==> src/rtl/shared_reg_arbiter.sv <==
// shared_reg_arbiter: round-robin owner of one shared WIDTH-bit register among four requesters.
// Latency: gnt one cycle after req is seen in IDLE; q loads on the first edge of an owner write.
// Backpressure: the owner keeps the register while req stays high (bounded by MAX_HOLD when
// SHARED_REG_TIMEOUT_EN is defined); every ownership ends with one RELEASE and one IDLE cycle.
module shared_reg_arbiter #(
  parameter int WIDTH    = 8,
  parameter int MAX_HOLD = 4
) (
  input  logic               clk,
  input  logic               reset,
  input  logic [3:0]         req,
  input  logic [3:0]         wr,
  input  logic [4*WIDTH-1:0] wdata,
  output logic [3:0]         gnt,
  output logic [1:0]         owner,
  output logic               busy,
  output logic [WIDTH-1:0]   q,
  output logic [WIDTH-1:0]   qn,
  output logic               timeout
);

  typedef enum logic [1:0] {
    ST_IDLE    = 2'd0,
    ST_GRANT   = 2'd1,
    ST_RELEASE = 2'd2
  } state_e;

  localparam logic [7:0] HOLD_LAST = 8'(MAX_HOLD - 1);

  state_e           state_q, state_d;
  logic [1:0]       ptr_q, ptr_d;
  logic [7:0]       hold_q, hold_d;
  logic [3:0]       gnt_q, gnt_d;
  logic [1:0]       owner_q, owner_d;
  logic [WIDTH-1:0] reg_q, reg_d;
  logic             timeout_q, timeout_d;

  logic             pick_vld;
  logic [1:0]       pick_idx;
  logic [1:0]       cand;
  logic [WIDTH-1:0] owner_lane;
  logic             own_req;
  logic             own_wr;
  logic             hold_at_limit;
  logic             force_rel;

  assign owner_lane    = wdata[owner_q*WIDTH +: WIDTH];
  assign own_req       = req[owner_q];
  assign own_wr        = wr[owner_q];
  assign hold_at_limit = (hold_q == HOLD_LAST);

`ifdef SHARED_REG_TIMEOUT_EN
  assign force_rel = hold_at_limit;
`else
  assign force_rel = 1'b0;
`endif

  // First requesting index at or after ptr; scanned from the far end so the nearest wins.
  always_comb begin
    pick_vld = 1'b0;
    pick_idx = ptr_q;
    cand     = ptr_q;
    for (int k = 3; k >= 0; k--) begin
      cand = ptr_q + 2'(k);
      if (req[cand]) begin
        pick_vld = 1'b1;
        pick_idx = cand;
      end
    end
  end

  // Next-state, grant, pointer, hold counter and register write decisions.
  always_comb begin
    state_d   = state_q;
    ptr_d     = ptr_q;
    hold_d    = hold_q;
    gnt_d     = gnt_q;
    owner_d   = owner_q;
    reg_d     = reg_q;
    timeout_d = 1'b0;
    case (state_q)
      ST_IDLE: begin
        if (pick_vld) begin
          state_d = ST_GRANT;
          gnt_d   = 4'b0001 << pick_idx;
          owner_d = pick_idx;
          hold_d  = 8'd0;
        end
      end
      ST_GRANT: begin
        if (!own_req) begin
          // Owner let go: no write this cycle, hand the pointer past it.
          state_d = ST_RELEASE;
          gnt_d   = 4'b0000;
          ptr_d   = owner_q + 2'd1;
        end else begin
          if (own_wr) begin
            reg_d = owner_lane;
          end
          if (force_rel) begin
            state_d   = ST_RELEASE;
            gnt_d     = 4'b0000;
            ptr_d     = owner_q + 2'd1;
            timeout_d = 1'b1;
          end else if (!hold_at_limit) begin
            // Saturates when no hold limit is enforced.
            hold_d = hold_q + 8'd1;
          end
        end
      end
      ST_RELEASE: begin
        state_d = ST_IDLE;
      end
      default: begin
        state_d = ST_IDLE;
        gnt_d   = 4'b0000;
      end
    endcase
  end

  // State and datapath registers; reset clears everything including the shared register.
  always_ff @(posedge clk or posedge reset) begin
    if (reset) begin
      state_q   <= ST_IDLE;
      ptr_q     <= 2'd0;
      hold_q    <= 8'd0;
      gnt_q     <= 4'b0000;
      owner_q   <= 2'd0;
      reg_q     <= '0;
      timeout_q <= 1'b0;
    end else begin
      state_q   <= state_d;
      ptr_q     <= ptr_d;
      hold_q    <= hold_d;
      gnt_q     <= gnt_d;
      owner_q   <= owner_d;
      reg_q     <= reg_d;
      timeout_q <= timeout_d;
    end
  end

  assign gnt     = gnt_q;
  assign owner   = owner_q;
  assign busy    = (state_q != ST_IDLE);
  assign q       = reg_q;
  assign qn      = ~reg_q;
  assign timeout = timeout_q;

endmodule
==> config.mk <==
export PLATFORM = sky130hd
export DESIGN_NAME = shared_reg_arbiter
export DESIGN_NICKNAME = d
export VERILOG_FILES = /design/src/rtl/shared_reg_arbiter.sv
export SDC_FILE = /design/constraint.sdc
export NUM_CORES = 1
export LEC_CHECK = 0
export BUFFER_PORTS_ARGS = -buffer_cell sky130_fd_sc_hd__buf_2
export CORE_MARGIN = 3
export CORE_UTILIZATION = 46
export DETAILED_ROUTE_END_ITERATION = 10
export PLACE_DENSITY = 0.84
export SLEW_MARGIN = 20
export SYNTH_ARGS = -nofsm -noshare
export SYNTH_HDL_FRONTEND = slang
export SYNTH_SLANG_ARGS = --single-unit
==> constraint.sdc <==
create_clock -name clk -period 5.2 [get_ports clk]
set_clock_uncertainty 0.05 [all_clocks]
set_input_delay 0 -clock clk [delete_from_list [all_inputs] [get_ports clk]]
set_output_delay 0 -clock clk [all_outputs]
set_load 0.1 [all_outputs]
== After elaboration in Yosys (flattened, before gate mapping) ==
Index checks and enable logic that the tools add are counted.

* Bits in registers: 18
* Output and inout bits: 24
* Word-level logic and storage cells: 56

* Add/subtract/negate cells: 4
* $lt $le $gt $ge: 5
* Equality and inequality tests: 4
* Shift operators: 2
* Mux-type cells: 26
* Bitwise operators: 3
* Reduce and logical (&&, ||, !) cells: 7

{| class="wikitable"
|+ Operators by type and width
! operator !! number
|-
| $shiftx A32 B6 Y8 || 1
|-
| $lt A2 B3 Y1 const B || 5
|-
| $bmux W1 S2 || 6
|-
| $mux W2 || 6
|-
| $pmux W4 S3 || 1
|-
| $mux W1 || 10
|-
| $mux W4 || 2
|-
| $not A8 Y8 || 1
|-
| $reduce_and A2 Y1 || 3
|-
| $reduce_and A3 Y1 || 2
|-
| $add A2 B1 Y2 const B || 2
|-
| $add A2 B2 Y2 const B || 2
|-
| $ne A2 B2 Y1 const B || 2
|-
| $pmux W2 S2 || 1
|-
| $shl A1 B2 Y4 const A || 1
|-
| $eq A2 B1 Y1 const B || 1
|-
| $eq A2 B2 Y1 const B || 1
|-
| $logic_not A2 Y1 || 1
|-
| $not A1 Y1 || 2
|-
| $reduce_bool A2 Y1 || 1
|}

== Logic depth before layout (Yosys ltp) ==
* Word-level depth: 10
* Depth in mapped cells: 4
* Gate-level depth less buffers: 4

== Least setup slack after synthesis ==
No wires, ideal clock.

* Path type: register to register
* Start: reg owner_q[0], in the netlist owner[0]
* End: reg reg_q[0], in the netlist q[0]
* Arrival time: 2.205 ns
* Setup slack: 2.820 ns
* Stages on the path, launching flop included: 4
* Buffers on the path: 1
* Cell sequence: dfrtp_1 > buf_2 > mux4_1 > mux2_4

* Word-level cells in the longest chain between the ends: 3
* Elaborated cells between the ends (all ways): 6
* Classes of those cells: shift: 1; mux: 4; reduce/logical: 1

{| class="wikitable"
|+ RTL lines
! what !! RTL line !! RTL
|-
| from (decl) || 34 || <nowiki>logic [1:0] owner_q, owner_d;</nowiki>
|-
| from (signal assigned) || 136 || <nowiki>owner_q <= owner_d;</nowiki>
|-
| parallel branches: the longest is 3 deep, another holds $shiftx A32 B6 Y8 || -- ||
|-
| to (signal assigned) || 137 || <nowiki>reg_q <= reg_d;</nowiki>
|-
| to (decl) || 35 || <nowiki>logic [WIDTH-1:0] reg_q, reg_d;</nowiki>
|}

Several ways; the timed one is not identified. The select of a mux whose other input is x is not followed.
A chain may end at the register's enable or synchronous reset.

== Final worst setup path ==
* Start: reg owner_q[0], in the netlist owner[0]
* End: reg reg_q[5], in the netlist q[5]

The elaborated chain is that of the path after synthesis.

==> reports/results.ini <==
[global_routing]
grt_overflow = 0
grt_util_met2_pct = 31.8
grt_usage_pct = 17.5
grt_pass1_vias = 994
use_met3_pct = 3.50
busiest_layer = met2
antenna_found_initial = 0
use_met1_pct = 20.1
grt_max_degree = 19
grt_pass1_wl_um = 4250

[route]
avgRoutedWirePerCell_um = 13.9
vias = 944
wl_um = 2520
drt-initial-drc-count = 11
firstDrtPassIters = 4
antenna_left = 0
drc = 0
routed_via_density = 5.22

[flow_run]
maxCapViolCount = 0

[placed_design]
post-place-ws_ps = 3050
port_buffers = 64
gp_congestion = 0.722
hpwl_um = 2060

[cts]
h-tree-depth = 1
cts_resized = 0
postCtsHoldBufs = 1
cts_buffers = 3
clkSinkCount = 18
root_buffer = clkbuf_4
insertion_delay_ps = 300
clkTransAtPathRegs_ps = 100
cts.path.max_buffers = 2
cts_tree = done
cts_setup_buffers = 0

[sta]
max_slew.worst_pin.slew_ps = 665
rsz0062_at_grt = false
fmax_mhz = 464
hold_violations = 0
setup_viol = 0
tns_ps = 0
slew_viol_final = 0
fin_ws_ps = 3050
fin_crit_sh_pct = 41.4
maxSlewHeadroom_pct = 55.7
period_needed_ps = 2150

[synthesis]
ys_types = 33
postSynthCellCount = 87
synth_area_sq_um = 1130
yosysWarnings = 0
seq_area_frac_synth_pct = 40.0
ys_ff_latch = 18
syn_nets = 129
syn_area_per_cell_sq_um = 13.0

[floorplanning]
rows = 17
start_util_pct = 49.5
io_pins = 66
die_y_um = 55.5
die-area_sq_um = 3080
die_w_um = 55.5
coreArea_sq_um = 2280

[critical_path]
r2r_cells = 3
crit_start = owner[0]
setup.worst_path.end = q[5]
regToRegSetupSlack_ps = 3050
critPathKind = flip-flop to flip-flop
cp-start-kind = flip-flop
arrival_ps = 2290
reg2reg_from = owner[0]
worstSetupEndpointType = flip-flop
r2r_end = q[5]
worstPathRequired_ps = 5340
crit_path_max_fanout = 14

[final_layout]
layout_commonest_cell = buf_2
final_nets = 196
nFillCells = 164
drive_above_1_share_pct = 55.6
syn2layout_area_growth_pct = 34.2
final_cell_mix = 64 x buf_2, 18 x dfrtp_1, 10 x inv_1
diodes = 0

[outcome]
status = complete, no violations

[min_path]
hold_class = input pin to flip-flop

## worst min path at each step
| stage | from | endpoint | slack (ps) | depth (start not counted) |
|---|---|---|---|---|
| 6_report | wdata[25] | q[1] | 80 | 3 |
| 5_1_grt | wdata[19] | q[3] | 90 | 3 |
| 4_1_cts | req[1] | state_q[0] | 80 | 5 |
| 3_5_place_dp | reset | q[4] | 80 | 2 |
| 3_3_place_gp | reset | q[2] | 60 | 2 |
| 2_1_floorplan | reset | gnt[0] | -110 | 1 |
## cell families after synthesis
family	share of synthesized area [%]
XOR/XNOR	0.777
other	0.333
flip-flops	40.0
AND/OR/NAND/NOR	11.9
multiplexers	34.2
buffers and inverters	4.77
AO/OA/AOI/OAI	8.10
## cells in the mapped netlist
| cell | instances | area share (%) |
|---|---|---|
| nor4_1 | 1 | 0.56 |
| mux2_4 | 8 | 11 |
| nor2b_2 | 1 | 0.78 |
| a21oi_1 | 2 | 0.89 |
| or2_2 | 1 | 0.56 |
| mux4_1 | 5 | 12 |
| mux2_2 | 1 | 1.0 |
| inv_1 | 10 | 3.3 |
| buf_2 | 1 | 0.44 |
| nand3b_1 | 1 | 0.67 |
| a21o_1 | 2 | 1.3 |
| a31oi_1 | 1 | 0.56 |
| or3_1 | 1 | 0.56 |
| nand4b_1 | 1 | 0.78 |
| or2_1 | 1 | 0.56 |
| dfrtp_1 | 18 | 40 |
| a22o_1 | 2 | 1.6 |
| nand2_1 | 2 | 0.67 |
| clkbuf_1 | 1 | 0.33 |
| xnor2_1 | 1 | 0.78 |
| nand3_4 | 1 | 1.6 |
| nor2b_1 | 3 | 1.7 |
| and4_1 | 1 | 0.78 |
| conb_1 | 1 | 0.33 |
| a32o_1 | 2 | 1.8 |
| nor2_1 | 5 | 1.7 |
| o21ai_0 | 2 | 0.89 |
| mux2i_1 | 1 | 0.89 |
| o31ai_1 | 1 | 0.67 |
| nand2b_1 | 2 | 1.1 |
| o21ai_1 | 1 | 0.44 |
| mux4_2 | 5 | 10 |
| buf_4 | 1 | 0.67 |
## critical path, cell delays in order (launching register included)
cell and delay (ps):
dfrtp_1 780, mux4_1 690, nand3_4 200, mux2_4 320
## flip-flops by register name, indices dropped and copies added (netlist names)
name     count
q            8
gnt          4
owner        2
ptr_q        2
state_q      2
## through the flow
| stage | std cells | hold slack [ps] | util, % | instance area (sq um) |
|---|---|---|---|---|
| final | 181 | 82.2 | 66.5 | 1510 |
| after CTS | 181 | 80.4 | 66.5 | 1510 |
| after detailed placement | 176 | 80.7 | 64.4 | 1470 |
| after global routing | 181 | 88.0 | 66.5 | 1510 |
| after global placement | 176 | 60.7 | 64.4 | 1470 |
| after floorplan | 87 | -111 | - | 1130 |
## routing by layer
metal,share of wire (%),wire (um)
met4,1.4,36
met2,53,1340
met5,0,0
met1,38,969
met3,6.8,172
## layout make-up
class	count	area [sq um]	area share [%]
multi-input cells	56	623	41.2
flip-flops and latches	18	450	29.8
inverters	10	37.5	2.48
clock buffers	4	36.3	2.40
repair buffers	65	330	21.8
well taps	28	35.0	2.32
Power is not shown: default switching activity piles up to over one toggle a cycle in this logic, so the estimate is an artifact.
